$ cat config.mk
export PLATFORM = sky130hd
export DESIGN_NAME = mux_n_1_reg
export DESIGN_NICKNAME = d
export VERILOG_FILES = /design/src/rtl/mux_n_1_reg.sv
export SDC_FILE = /design/constraint.sdc
export NUM_CORES = 1
export LEC_CHECK = 0
export CORE_ASPECT_RATIO = 2
export CORE_MARGIN = 4
export CORE_UTILIZATION = 30
export CTS_BUF_LIST = sky130_fd_sc_hd__clkbuf_8
export CTS_CLUSTER_SIZE = 28
export DETAILED_ROUTE_END_ITERATION = 6
export GPL_ROUTABILITY_DRIVEN = 0
export PLACE_DENSITY_LB_ADDON = 0.15
export REMOVE_ABC_BUFFERS = 1
export SLEW_MARGIN = 20
export SYNTH_ARGS = -nofsm -noshare
export SYNTH_HDL_FRONTEND = slang
export SYNTH_SLANG_ARGS = --single-unit
export TNS_END_PERCENT = 30
$ cat constraint.sdc
create_clock -name clk -period 1.57 [get_ports clk]
set_input_delay 0.157 -clock clk [delete_from_list [all_inputs] [get_ports clk]]
set_output_delay 0.157 -clock clk [all_outputs]
set_load 0.02 [all_outputs]
$ cat src/rtl/mux_n_1_reg.sv
// rtl/mux_n_1_reg.sv - registered N:1 channel mux behind a two-entry skid buffer
//
// Purpose:
//   On each accepted input beat, picks channel[sel] out of the packed input
//   bus. If sel names a channel that does not exist, it stores
//   {data = 0, err = 1} instead. The entry then goes into a two-register
//   (main + skid) buffer. The consumer always sees the head entry from the
//   main register. in_ready depends only on the registered state, so there
//   is no combinational path from out_ready back to in_ready.
//
// Ports:
//   clk       - single clock, rising edge
//   rst       - synchronous active-high reset (beats flush, accept and pop)
//   flush     - synchronous discard of every buffered entry and of any beat
//               accepted in the same cycle
//   sel       - channel index, sampled together with the input beat
//   in_data   - N packed channels, channel k = in_data[k*WIDTH +: WIDTH]
//   in_valid  - input beat present
//   in_ready  - block can take a beat (EMPTY or ONE)
//   out_data  - selected channel of the head entry
//   out_err   - head entry was captured with sel >= N
//   out_valid - head entry present (ONE or FULL)
//   out_ready - consumer takes the head entry

module mux_n_1_reg #(
    parameter int WIDTH = 5,
    parameter int N     = 4,
    parameter int SELW  = 2
) (
    input  logic                 clk,
    input  logic                 rst,
    input  logic                 flush,
    input  logic [SELW-1:0]      sel,
    input  logic [N*WIDTH-1:0]   in_data,
    input  logic                 in_valid,
    output logic                 in_ready,
    output logic [WIDTH-1:0]     out_data,
    output logic                 out_err,
    output logic                 out_valid,
    input  logic                 out_ready
);

    typedef enum logic [1:0] {
        ST_EMPTY = 2'd0,
        ST_ONE   = 2'd1,
        ST_FULL  = 2'd2
    } state_t;

    state_t state_q, state_d;

    logic [WIDTH-1:0] main_data_q, main_data_d;
    logic             main_err_q,  main_err_d;
    logic [WIDTH-1:0] skid_data_q, skid_data_d;
    logic             skid_err_q,  skid_err_d;

    logic             accept;
    logic             pop;
    logic [WIDTH-1:0] new_data;
    logic             new_err;

    // Handshake flags come only from registered state.
    assign in_ready  = (state_q != ST_FULL);
    assign out_valid = (state_q != ST_EMPTY);
    assign out_data  = main_data_q;
    assign out_err   = main_err_q;

    assign accept = in_valid && in_ready;
    assign pop    = out_valid && out_ready;

    // Channel select. The loop checks every real channel index. If none
    // matches, sel is out of range and the entry is flagged as an error
    // with zero data.
    always_comb begin
        new_data = '0;
        new_err  = 1'b1;
        for (int k = 0; k < N; k++) begin
            if (sel == SELW'(k)) begin
                new_data = in_data[k*WIDTH +: WIDTH];
                new_err  = 1'b0;
            end
        end
    end

    // Next-state and next-entry logic.
    always_comb begin
        state_d     = state_q;
        main_data_d = main_data_q;
        main_err_d  = main_err_q;
        skid_data_d = skid_data_q;
        skid_err_d  = skid_err_q;

        if (flush) begin
            // Flush drops both entries and any same-cycle accept. A pop in
            // the same cycle is not a delivery.
            state_d     = ST_EMPTY;
            main_data_d = '0;
            main_err_d  = 1'b0;
            skid_data_d = '0;
            skid_err_d  = 1'b0;
        end else begin
            unique case (state_q)
                ST_EMPTY: begin
                    if (accept) begin
                        state_d     = ST_ONE;
                        main_data_d = new_data;
                        main_err_d  = new_err;
                    end
                end
                ST_ONE: begin
                    if (accept && pop) begin
                        main_data_d = new_data;
                        main_err_d  = new_err;
                    end else if (accept) begin
                        // The head stays put so the consumer sees stable
                        // data. The newcomer waits in skid.
                        state_d     = ST_FULL;
                        skid_data_d = new_data;
                        skid_err_d  = new_err;
                    end else if (pop) begin
                        state_d = ST_EMPTY;
                    end
                end
                ST_FULL: begin
                    // in_ready is low here, so only a pop can move state.
                    if (pop) begin
                        state_d     = ST_ONE;
                        main_data_d = skid_data_q;
                        main_err_d  = skid_err_q;
                    end
                end
                default: begin
                    state_d = ST_EMPTY;
                end
            endcase
        end
    end

    always_ff @(posedge clk) begin
        if (rst) begin
            state_q     <= ST_EMPTY;
            main_data_q <= '0;
            main_err_q  <= 1'b0;
            skid_data_q <= '0;
            skid_err_q  <= 1'b0;
        end else begin
            state_q     <= state_d;
            main_data_q <= main_data_d;
            main_err_q  <= main_err_d;
            skid_data_q <= skid_data_d;
            skid_err_q  <= skid_err_d;
        end
    end

endmodule

### Word level (Yosys, flattened, before mapping)

Index checks and enable logic that the tools add are counted.

* bitwise logic cells: 1
* $add $sub $neg: 0
* mux-type cells: 22
* shift-type cells: 0
* divide/modulo/power cells: 0
* multiply operators: 0
* reductions and logical operators: 11
* magnitude comparators: 0
* equal/unequal tests: 11

Operator list (count)
* 5-bit 2-to-1 mux: 7
* 5-bit case mux with 3 select lines: 1
* 2-bit 2-to-1 mux: 5
* 2-bit != test (second input constant): 5
* 4-bit AND reduction: 2
* 1-bit 2-to-1 mux: 7
* 2-bit equality test (second input constant): 3
* 2-bit case mux with 3 select lines: 1
* 2-bit by 1-bit equality test with 1-bit output (second input constant): 2
* 2-bit logical NOT: 2
* 1-bit logical AND: 3
* 3-bit != test (second input constant): 1
* 1-bit case mux with 3 select lines: 1
* 3-bit AND reduction: 1
* 3-bit nonzero test: 1
* 2-bit nonzero test: 1
* 2-bit OR reduction: 1
* 1-bit inverter: 1

* RAM bits: 0
* memories: 0
* input bits: 27
* latch bits: 0
* output and inout port bits: 8
* bits in read-only memories: 0
* word-level logic and storage cells: 50
* register bits: 14

### Depth between registers and ports, before layout

* depth in word-level cells: 7
* mapped depth: 4
* depth with buffers taken out: 3

### Least setup slack after synthesis

Ideal clock, no wire load.

* path kind: register to register
* from: register state_q[0]
* to: register main_data_q[0] (netlist: out_data[0])
* data required time: 1436 ps
* clock period less this slack: 1199 ps
* buffers on the path: 1
* data arrival time: 1065 ps
* slack: 371 ps
* library setup time: 134 ps
* stages on the path, launching flop included: 5
* cells stage by stage: dfxtp_1 -> or2b_1 -> buf_2 -> a211oi_1 -> a211oi_1

* longest elaborated chain between the ends: 5
* elaborated cells between the ends (all ways): 14
* classes of those cells: 6 x eq/ne; 1 x mux; 7 x reduce/logical

Ends and longest elaborated chain
* from (decl): line 49 `state_t state_q, state_d;`
* from (signal assigned): line 146 `state_q <= state_d;`
* 2-bit != test or 2-bit nonzero test (tied branches): line 62, 63
* 1-bit logical AND (on tied branches): line 67, 68
* 1-bit logical AND: line 110 `if (accept && pop) begin`
* 2-bit != test (no source line)
* 4-bit AND reduction (no source line)
* to (signal assigned): line 147 `main_data_q <= main_data_d;`
* to (decl): line 51 `logic [WIDTH-1:0] main_data_q, main_data_d;`

Several ways; a longest one is shown, not always the timed one.
A chain may end at the register's enable or synchronous reset.

### Worst setup path in the final report

* from: register state_q[1]
* to: output port out_valid

* longest elaborated chain between the ends: 1

Ends and longest elaborated chain
* 2-bit nonzero test: line 63 `assign out_valid = (state_q != ST_EMPTY);`
* to (decl): line 39 `output logic out_valid,`

No other way between the ends.

==> metrics.md <==
| Metric | Value |
|---|---|
| Status | `finished clean` |
| DP HPWL | `approximately 1600 um` |
| Final Hold Viols | `0` |
| Cell area power density | `about 730 nW/um^2` |
| Logic pwr share | `21.0%` |
| CTS tree | `done` |
| Cell Area, Synth | `783 um^2` |
| Hold path depth | `1` |
| CTS buffer count | `3` |
| Pint | `roughly 0.71 mW` |
| Endpoint type of the worst setup path | `output pin` |
| Post-synthesis register bit count | `14` |
| Yosys top cell area share | `35.8%` |
| Share of layout cells above drive strength 1 | `roughly a fifth` |
| Max Cap Violations | `0` |
| Slowest stage cell, crit path | `dfxtp_1` |
| GRT Overall Usage | `10.8%` |
| Seq pwr share | `41.0%` |
| Vias | `723` |
| Skew final | `3.63 ps` |
| Design Area, Final | `1230 um^2` |
| Post-route DRC | `0` |
| First-pass GRT wire length | `just under 3000 um` |
| HP Class | `reg2reg` |
| Synth area leaders | `dfxtp_1, mux4_2, a211oi_1, mux2i_1, a21oi_1` |
| Crit-path max FO | `9` |
| Most common cell in the synthesized netlist | `dfxtp_1` |
| Remaining antenna violation count | `0` |
| Fmax | `around 700 MHz` |
| Commonest cells in the synthesized netlist | `dfxtp_1, a211oi_1, a21oi_1, nand2_1` |
| Mapped Avg Cell Area | `10.2 um^2` |
| Kind of critical path | `reg2out` |
| DR vias/cell | `5.02` |
| Iter 0 DRT Violations | `2` |
| Setup TNS | `0 ps` |
| Total congestion overflow | `0` |
| Num rows | `26` |
| P&R area growth vs syn | `57.0%` |
| Multi-input gate area | `465 um^2` |
| WP data arrival | `1240 ps` |
| Clock latency on the worst-skew pair | `240 ps` |
| Vias in the first global route | `between 700 and 800` |
| Die Area | `3540 um^2` |
| WP depth | `2` |
| Number of port buffers | `34` |
| Slew at the pin closest to its max-slew limit | `283 ps` |
| H-tree levels | `1` |
| Ys flop type | `dfxtp_1` |
| Worst Path Required | `1410 ps` |
| Fill count | `between 200 and 250` |
| Reg2Reg Depth | `4` |
| Switch share | `21.4%` |
| Post-route setup slack | `175 ps` |
| Routed len/inst | `12.5 um` |
| Max stage delay on crit path | `between 300 and 400 ps` |
| Inst Count DP | `140` |
| Post-synth top area cell | `dfxtp_1` |
| Tmin final | `1390 ps` |
| First-pass DRT Iterations | `4` |
| WHS Endpoint | `skid_err_q$_SDFFE_PP0P_` |
| Placed cell areas | `1180 um^2` |
| Register area share after synthesis | `35.8%` |
| Clock Path Buffers | `2` |
| Root buf cell | `clkbuf_8` |
| Nets | `144` |
| Crit Reg-Reg Endpoint | `skid_data_q[0]$_SDFFE_PP0P_` |
| R2r startpoint | `state_q[0]$_SDFFE_PP0P_` |
| CORE AREA | `2540 um^2` |
| Leak | `around 0.47 nW` |
| RSZ-0062 raised after global routing | `false` |
| Synth Instances | `77` |
| Worst hold start | `skid_err_q$_SDFFE_PP0P_` |
| Starting density of the core | `30.9%` |
| Number of non-filler instances in the completed layout | `approximately 140` |
| Final setup fails | `0` |
| Power share of the clock group | `a little under two fifths` |
| Initial antenna violation count | `0` |
| Worst IR Drop VDD | `0.000471 V` |
| Overall die width | `44.1 um` |
| Final wirelength | `1800 um` |
| Bufs and invs on worst path | `1` |
| Worst setup SP type | `flip-flop` |
| Max Slew Vio Count | `0` |
| Critical path cell sequence | `or2_2, dlygate4sd2_1` |
| FFs w/ async S/R, synth | `0%` |
| Number of I/O pins | `35` |
| Number of synthesized flops with an enable pin | `0` |
| Fin crit share | `88.9%` |
| Ys Warns | `0` |
| Seq. cell area | `roughly 280 um^2` |
| Largest net degree at the start of global routing | `15` |
| Final core utilization | `48.5%` |
| Switch Pwr | `just under 0.2 mW` |
| Worst relative slew slack | `81.2%` |
| Clock-pin slew on the worst setup and hold paths | `50 ps` |
| # clock sinks | `14` |
| Die Ht | `80.3 um` |
| R2r setup slk | `240 ps` |
| CP top delay family | `flip-flops` |
| Pre-CTS setup slack | `-80.9 ps` |
| Antenna Cells | `0` |
| Library cells used by synthesis | `24` |
-- cell families (layout without fill, tap and decap cells) --
family                 Yosys count  count (layout)  synth area share [%]
muxes                           10              10                  20.8
buffers and inverters            7              46                  4.79
AOI/OAI and AO/OA               27              27                  23.8
DFF                             14              14                  35.8
and+or+nand+nor                 19              19                  14.9
-- power by group through the flow --
stage / clock network [mW] / registers, mW / logic (mW)
finish: 0.343 / 0.370 / 0.189
global route: 0.362 / 0.372 / 0.204
CTS: 0.350 / 0.370 / 0.191
detailed placement: 0 / 0.378 / 0.192
global placement: 0 / 0.378 / 0.191
floorplan: 0 / 0.385 / 0.0748
-- stage by stage --
step	hold WS, ps	power (mW)
after global routing	494	0.938
after CTS	475	0.912
after global placement	461	0.569
final	472	0.902
after floorplan	352	0.460
after detailed placement	467	0.571
-- how the worst max path moves through the flow --
stage / from / endpoint / slack [ps]
2_1_floorplan: state_q[0]$_SDFFE_PP0P_ / out_data[0]$_SDFFE_PP0P_ / 350
3_3_place_gp: sel[0] / out_data[3]$_SDFFE_PP0P_ / -80
3_5_place_dp: sel[0] / out_data[0]$_SDFFE_PP0P_ / -80
4_1_cts: state_q[1]$_SDFFE_PP0P_ / out_valid / 170
5_1_grt: state_q[0]$_SDFFE_PP0P_ / skid_data_q[2]$_SDFFE_PP0P_ / 60
6_report: state_q[1]$_SDFFE_PP0P_ / out_valid / 180
-- layer usage --
metal  up-vias  GRT usage (%)  wire (um)
met5         -              0          0
met4         0           3.63         20
met3         2           2.91        139
met2        27           22.5       1030
met1       325           8.67        609
li1        369              -          -
-- flip-flops by register name, indices dropped and copies added (netlist names) --
name / flops
state_q: 2
out_data: 5
out_err: 1
skid_err_q: 1
skid_data_q: 5
-- cells in the final DEF, fill, tap and decap left out, drive strengths merged --
cell type / count
inv: 1
a211oi: 11
o22a: 1
nand2: 7
or2b: 1
nor2b: 1
mux2i: 5
clkbuf: 4
nor3b: 1
or3b: 1
nor2: 1
mux4: 5
and4bb: 1
and4b: 1
o21ba: 2
o21ai: 5
clkdlybuf4s50: 32
and3b: 1
nand2b: 2
dlygate4sd2: 2
dfxtp: 14
a21o: 1
or2: 2
buf: 7
a21oi: 7
-- worst reg2reg max path, stage by stage (launching register included) --
cell	delay, ps
dfxtp_1	410
or2b_1	370
buf_4	200
o21ai_0	160
a21oi_1	80
-- layout make-up --
type / count / share of cell area [%]
clock buffer: 4 / 4.48
timing repair buffer: 41 / 31.7
tap: 28 / 2.85
inverter: 1 / 0.305
sequential: 14 / 22.8
multi-input combinational: 56 / 37.8
-- repair_timing --
item / 4_1_cts / 5_1_grt
setup endpoints to repair: 2 / 0
gates resized for setup: 2 / 0
hold buffers: 0 / 0
setup buffers: 0 / 0
(Power assumes the default switching activity.)
